===== src/rtl/janela_pkg.sv =====
// janela_pkg: constants and state type shared by the input-window block.
//   WIN_SIZE  - samples in one complete window
//   STEP_SIZE - fresh samples loaded between consecutive windows of a row
//   KEEP_SIZE - samples carried over from one window to the next
//   state_t   - FILL / HOLD / STEP states of the window sequencer
package janela_pkg;

  localparam int STEP_SIZE = 9;
  localparam int KEEP_SIZE = 7;
  localparam int WIN_SIZE  = STEP_SIZE + KEEP_SIZE;

  typedef enum logic [1:0] {
    FILL = 2'd0,
    HOLD = 2'd1,
    STEP = 2'd2
  } state_t;

endpackage


===== src/rtl/janela_entrada.sv =====
// janela_entrada: builds 16-sample sliding windows from a row-ordered sample
// stream and hands each complete window to the filter bank.
//
// Ports
//   clk, rst          - clock (rising edge), asynchronous active-high reset
//   in_sample         - signed DATA_WIDTH+2 sample of the current row
//   in_valid/in_first - sample valid / sample starts a new row
//   in_ready          - block takes a sample this cycle
//   win_0 .. win_15   - window, win_0 oldest, win_15 newest
//   win_valid         - window complete and stable
//   win_ready         - downstream consumes the window
//
// Handshake: a transfer happens on a rising clk edge where valid and ready
// are both 1. The input side (in_valid/in_ready) and the output side
// (win_valid/win_ready) are never active in the same cycle: in_ready is 0
// exactly when win_valid is 1, so the window cannot move while it is offered.
//
// Sequencing: FILL loads a full window, HOLD offers it, STEP loads 9 new
// samples on top of the 7 newest of the previous window. A sample flagged
// in_first restarts a row from FILL with that sample already counted.
module janela_entrada
  import janela_pkg::*;
#(
  parameter int DATA_WIDTH = 8
) (
  input  logic                         clk,
  input  logic                         rst,
  input  logic signed [DATA_WIDTH+1:0] in_sample,
  input  logic                         in_valid,
  input  logic                         in_first,
  output logic                         in_ready,
  output logic signed [DATA_WIDTH+1:0] win_0,
  output logic signed [DATA_WIDTH+1:0] win_1,
  output logic signed [DATA_WIDTH+1:0] win_2,
  output logic signed [DATA_WIDTH+1:0] win_3,
  output logic signed [DATA_WIDTH+1:0] win_4,
  output logic signed [DATA_WIDTH+1:0] win_5,
  output logic signed [DATA_WIDTH+1:0] win_6,
  output logic signed [DATA_WIDTH+1:0] win_7,
  output logic signed [DATA_WIDTH+1:0] win_8,
  output logic signed [DATA_WIDTH+1:0] win_9,
  output logic signed [DATA_WIDTH+1:0] win_10,
  output logic signed [DATA_WIDTH+1:0] win_11,
  output logic signed [DATA_WIDTH+1:0] win_12,
  output logic signed [DATA_WIDTH+1:0] win_13,
  output logic signed [DATA_WIDTH+1:0] win_14,
  output logic signed [DATA_WIDTH+1:0] win_15,
  output logic                         win_valid,
  input  logic                         win_ready
);

  localparam int SW = DATA_WIDTH + 2;

  // Count value seen on the accept that completes each phase.
  localparam logic [4:0] FILL_LAST = 5'(WIN_SIZE - 1);
  localparam logic [4:0] STEP_LAST = 5'(STEP_SIZE - 1);

  state_t            state_q, state_d;
  logic [4:0]        cnt_q, cnt_d;
  logic signed [SW-1:0] win_q [WIN_SIZE];
  logic              accept;

  assign accept = in_valid & in_ready;

  always_ff @(posedge clk or posedge rst) begin
    if (rst) begin
      state_q <= FILL;
      cnt_q   <= 5'd0;
    end else begin
      state_q <= state_d;
      cnt_q   <= cnt_d;
    end
  end

  always_comb begin
    state_d   = state_q;
    cnt_d     = cnt_q;
    // Gated by rst so nothing is taken while reset is held.
    in_ready  = (state_q != HOLD) & ~rst;
    win_valid = (state_q == HOLD);
    case (state_q)
      FILL: begin
        if (accept) begin
          if (in_first) begin
            cnt_d = 5'd1;
          end else if (cnt_q == FILL_LAST) begin
            state_d = HOLD;
            cnt_d   = 5'd0;
          end else begin
            cnt_d = cnt_q + 5'd1;
          end
        end
      end
      STEP: begin
        if (accept) begin
          if (in_first) begin
            // New row: the partial window is dropped, this sample counts as 1.
            state_d = FILL;
            cnt_d   = 5'd1;
          end else if (cnt_q == STEP_LAST) begin
            state_d = HOLD;
            cnt_d   = 5'd0;
          end else begin
            cnt_d = cnt_q + 5'd1;
          end
        end
      end
      HOLD: begin
        if (win_ready) begin
          state_d = STEP;
          cnt_d   = 5'd0;
        end
      end
      default: begin
        state_d = FILL;
        cnt_d   = 5'd0;
      end
    endcase
  end

  // Shift register: oldest sample drops out of win_0, new one enters win_15.
  // After 9 shifts in STEP the old win_9..win_15 sit in win_0..win_6.
  always_ff @(posedge clk or posedge rst) begin
    if (rst) begin
      for (int k = 0; k < WIN_SIZE; k++) win_q[k] <= '0;
    end else if (accept) begin
      for (int k = 0; k < WIN_SIZE - 1; k++) win_q[k] <= win_q[k+1];
      win_q[WIN_SIZE-1] <= in_sample;
    end
  end

  assign win_0  = win_q[0];
  assign win_1  = win_q[1];
  assign win_2  = win_q[2];
  assign win_3  = win_q[3];
  assign win_4  = win_q[4];
  assign win_5  = win_q[5];
  assign win_6  = win_q[6];
  assign win_7  = win_q[7];
  assign win_8  = win_q[8];
  assign win_9  = win_q[9];
  assign win_10 = win_q[10];
  assign win_11 = win_q[11];
  assign win_12 = win_q[12];
  assign win_13 = win_q[13];
  assign win_14 = win_q[14];
  assign win_15 = win_q[15];

endmodule


===== config.mk =====
export PLATFORM = sky130hd
export DESIGN_NAME = janela_entrada
export DESIGN_NICKNAME = d
export VERILOG_FILES = /design/src/rtl/janela_pkg.sv /design/src/rtl/janela_entrada.sv
export SDC_FILE = /design/constraint.sdc
export NUM_CORES = 1
export LEC_CHECK = 0
export ABC_AREA = 1
export CORE_MARGIN = 4
export CORE_UTILIZATION = 48
export DETAILED_ROUTE_END_ITERATION = 10
export PLACE_DENSITY = 0.8
export SETUP_SLACK_MARGIN = 0.4
export SLEW_MARGIN = 5
export SYNTH_ARGS = -nofsm -noshare
export SYNTH_HDL_FRONTEND = slang
export SYNTH_SLANG_ARGS = --single-unit

===== constraint.sdc =====
create_clock -name clk -period 8 [get_ports clk]
set_input_delay 2 -clock clk [delete_from_list [all_inputs] [get_ports clk]]
set_output_delay 2 -clock clk [all_outputs]
set_load 0.005 [all_outputs]

Yosys cells after proc, flatten, opt, wreduce, memory -nomap -nowiden
Index checks and enable logic that the tools add are counted.
- register bits: 167
- logic and storage cells: 52
- output and inout bits: 162
- muxes and demuxes: 16
- equality and inequality tests: 11
- reductions and logical operators: 3
- $add $sub $neg: 1
- bitwise operators: 3
- operator list (operator ; number):
    2-to-1 mux 5 bit ; 7
    one-hot mux 5 bit (3 select lines) ; 1
    2-to-1 mux 2 bit ; 7
    == test 5 x 4 -> 1 bit, second input constant ; 2
    != test 2 bit, second input constant ; 4
    one-hot mux 2 bit (3 select lines) ; 1
    AND reduction 6 bit ; 1
    adder 5 x 1 -> 5 bit, second input constant ; 1
    != test 2 x 1 -> 1 bit, second input constant ; 2
    != test 3 bit, second input constant ; 1
    AND reduction 3 bit ; 1
    AND 1 bit ; 2
    == test 2 x 1 -> 1 bit, second input constant ; 1
    == test 2 bit, second input constant ; 1
    zero test 2 bit ; 1
    NOT 1 bit ; 1

Logic depth before layout (Yosys ltp)
- depth in word-level cells: 5
- gate-level depth with buffers: 12
- gate-level depth less buffers: 12

Least setup slack after synthesis
OpenSTA, ideal clock, no wires.
- path kind: input port to flip-flop
- start: input rst
- end: register win_q, in the netlist win_0[7]
- path slack: 1367 ps
- stages on the path: 5
- library setup time: 125 ps
- data required time: 7875 ps
- data arrival time: 6508 ps
- path buffers: 2
- path through: inv_1 nand3_2 buf_6 buf_6 mux2_4
- longest elaborated chain between the ends: 3
- RTL lines (element ; line ; source):
    start: declaration ; janela_entrada.sv:27 ; input logic rst,
    NOT 1 bit ; janela_entrada.sv:79 ; in_ready = (state_q != HOLD) & ~rst;
    AND 1 bit ; janela_entrada.sv:79 ;
    AND 1 bit ; janela_entrada.sv:63 ; assign accept = in_valid & in_ready;
    end signal: indexed assignment ; janela_entrada.sv:128 ; win_q[WIN_SIZE-1] <= in_sample;
    end: declaration ; janela_entrada.sv:60 ; logic signed [SW-1:0] win_q [WIN_SIZE];
Every way passes these cells.
A chain may end at the register's enable or synchronous reset.

Worst setup path in the final report
- start: input rst
- end: output in_ready
- longest elaborated chain between the ends: 2
- RTL lines (element ; line ; source):
    NOT 1 bit ; janela_entrada.sv:79 ;
    AND 1 bit ; janela_entrada.sv:79 ;
    end: declaration ; janela_entrada.sv:31 ; output logic in_ready,
Every way passes these cells.

==> impl_metrics.yaml <==
run_status:
  outcome: "finished clean"
drt:
  num_vias: 4965
  wl_per_cell_um: 14.9
  vias_per_cell: 4.87
  finalWirelength_mm: 15.1
  drtAntennaViolNets: 0
  drt_pass1_iterations: 5
  drc: 0
  initialDrtViolationCount: 409
sta:
  min_period_ps: 5120
  tightest_slew_ps: 865
  timing.final.crit_share_pct: 64.0
  rsz0062_at_grt: "no"
  clock.fmax_mhz: 195
  setup_tns_ps: 0
  hold_violations: 0
  timing.final.ws_setup_ps: 2880
  maxSlewHeadroom_pct: 42.3
  skew_ps: 4.54
  slew_viol_final: 0
  setup_viol: 0
hold_path:
  min_from: "win_0[5]$_DFFE_PP0P_"
  min_path_type: "flop to flop"
  hold_depth: 2
pwr:
  power_frac_seq_pct: 40.0
  switching_share_pct: 31.6
  power_frac_comb_pct: 38.2
  p_per_area_nw_per_um2: 438
  internal_power_mw: 2.69
  clkPwrFrac_pct: 21.8
  p_leak_nw: 4.31
  ir_drop_mv: 0.246
  switchingPower_mw: 1.24
clocking:
  cts-root-buf: "clkbuf_16"
  postCtsHoldBufs: 0
  post_cts_buffers: 0
  worst_skew_pair.late_latency_ps: 420
  cts.sinks: 167
  htree_levels: 4
  cts_resized: 0
  clockBufferDepth: 2
  cts_tree: "yes"
  clk_pin_slew_ps: 60
  cts_buffers: 17
placed_design:
  place.gp.congestion: 0.878
  place_ws_ps: 2870
  dp_hpwl_mm: 10.8
  portBuffers: 176
final_layout:
  final_nets: 849
  regArea_um2: 4180
  syn2layout_area_growth_pct: 37.4
  multiInputGateArea_um2: 1790
  fin_util_pct: 67.4
  fillers: 1017
  n_antenna_cell: 0
  drive_gt1_share_pct: 7.24
floorplanning:
  die-area_um2: 15500
  pin_count: 177
  dieHeight_um: 125
  rows: 42
  coreArea_um2: 13300
  start_util_pct: 49.1
  die_w_um: 125
logic_synthesis:
  syn_area_um2: 6530
  synthCells: 666
  synthSimpleGateAreaFrac_pct: 11.9
  synth-seq-cells: 167
  muxShareOfSynthArea_pct: 0.748
  synth_nets: 685
  synth_top_family_by_area: "compound AO/OA/AOI/OAI gates"
  synth_compound_area_share_pct: 13.7
  ys_seq_area_share_pct: 64.0
  syn_avg_cell_area_um2: 9.80
  synth-xor-area-share_pct: 0.134
  synth.distinct_cells: 20
  synth.yosys.warnings: 0
  synthAdderAreaFrac_pct: 0.767
worst_setup_path:
  critPathMaxStageDelay_ps: 510
  critPathKind: "input pin to output port"
  arrival_ps: 3120
  rrSetupSlack_ps: 5950
  cp_slowest_cell: "clkdlybuf4s50_1"
  path_buf_inv: 2
  cp_max_fo: 2
  crit_end: "in_ready"
  crit_chain: "clkdlybuf4s50_1, nor2_1, clkdlybuf4s50_1"
  worst_setup_path_start_kind: "input pin"
  setup.worst_path.start: "rst"
  reg2reg_from: "state_q[1]$_DFFE_PP0P_"
  cp_num_cells: 3
  crit_path_end_kind: "output port"
  cpLargestDelayFamily: "buffers and inverters"
  path_common_cell: "clkdlybuf4s50_1"
  worst_r2r_path_depth: 7
  reg2reg_to: "win_0[4]$_DFFE_PP0P_"
  required_ps: 6000
global_routing:
  grt_max_degree: 196
  overflow: 0
  grtUsageTotal_pct: 19.6
  grt_pass1_vias: 5048
  grt_pass1_wl_mm: 24.6
  grt_antenna_before_repair: 0
run:
  maxCapViolCount: 0
==> metrics by stage <==
step	instance area [um^2]	std cells	hold WS, ps	power (mW)
2_1_floorplan	6530	666	476	2.06
3_3_place_gp	8340	987	467	3.03
3_5_place_dp	8340	987	472	3.09
4_1_cts	8960	1019	486	3.97
5_1_grt	8960	1019	504	4.19
6_report	8960	1019	481	3.93
==> cells by family (layout without fill, tap and decap cells) <==
logic type                 Yosys count  count (layout)
AOI/OAI and AO/OA                  163             163
buffers and inverters              126             303
adders and majority gates            4               4
DFF                                167             167
and+or+nand+nor                    201             201
xor gates and xnor gates             1               1
muxes                                4               4
==> cells in the final DEF, fill, tap and decap left out, types with 2 or more instances in the layout <==
| cell type | count |
|---|---|
| a21oi_1 | 59 |
| a21oi_2 | 21 |
| buf_4 | 3 |
| bufinv_16 | 4 |
| clkbuf_1 | 4 |
| clkbuf_16 | 17 |
| clkbuf_8 | 3 |
| clkdlybuf4s50_1 | 176 |
| clkinv_2 | 3 |
| dfrtp_1 | 167 |
| ha_1 | 4 |
| inv_1 | 89 |
| mux2_2 | 3 |
| nand2_1 | 103 |
| nand3_1 | 6 |
| nand4_1 | 2 |
| nor2_1 | 87 |
| o21ai_0 | 83 |
==> how the worst min path moves through the flow <==
| stage | to |
|---|---|
| finish | win_0[5]$_DFFE_PP0P_ |
| global placement | win_0[4]$_DFFE_PP0P_ |
| CTS | win_0[5]$_DFFE_PP0P_ |
| global route | win_0[5]$_DFFE_PP0P_ |
| floorplan | win_0[0]$_DFFE_PP0P_ |
| detailed placement | win_0[5]$_DFFE_PP0P_ |
==> area by class of cell <==
cell class / count / area share [%]
Clock buffer: 24 / 5.37
Clock inverter: 8 / 1.61
Inverter: 91 / 3.87
Multi-Input combinational cell: 373 / 20.0
Sequential cell: 167 / 46.6
Tap cell: 176 / 2.46
Timing Repair Buffer: 180 / 20.1
==> Yosys cell counts (all sizes together) <==
master	instances	share of area, %
xor2	1	0.13
a21oi	80	7.3
nor2	87	5.0
nand2	104	6.0
clkbuf	7	0.40
mux2	4	0.75
nand4	2	0.19
nand3b	1	0.12
buf	28	3.0
inv	91	5.2
dfrtp	167	64
nand3	7	0.61
ha	4	0.77
o21ai	83	6.4
==> worst reg2reg max path, delay by kind of cell, from the launching register on <==
| kind | cells | cell delay [ps] |
|---|---|---|
| buffers and inverters | 3 | 1160 |
| flip-flops | 1 | 430 |
| AND/OR/NAND/NOR | 3 | 280 |
| AO/OA/AOI/OAI | 1 | 100 |
==> layer usage <==
layer | up-vias | part of all wire (%) | GRT usage, % | routed length [um]
met5 | - | 0 | 0 | 0
met2 | 178 | 48 | 31.7 | 7260
met1 | 2345 | 41 | 22.9 | 6160
li1 | 2415 | - | - | -
met3 | 27 | 9.0 | 8.83 | 1360
met4 | 0 | 2.3 | 7.87 | 355
==> power groups by stage <==
stage | Combinational, mW | Clock, mW | Sequential (mW)
final | 1.50 | 0.856 | 1.57
after global routing | 1.65 | 0.912 | 1.62
after CTS | 1.53 | 0.869 | 1.57
after detailed placement | 1.51 | 0 | 1.58
after global placement | 1.46 | 0 | 1.56
after floorplan | 0.510 | 0 | 1.55
(Power assumes the default switching activity.)
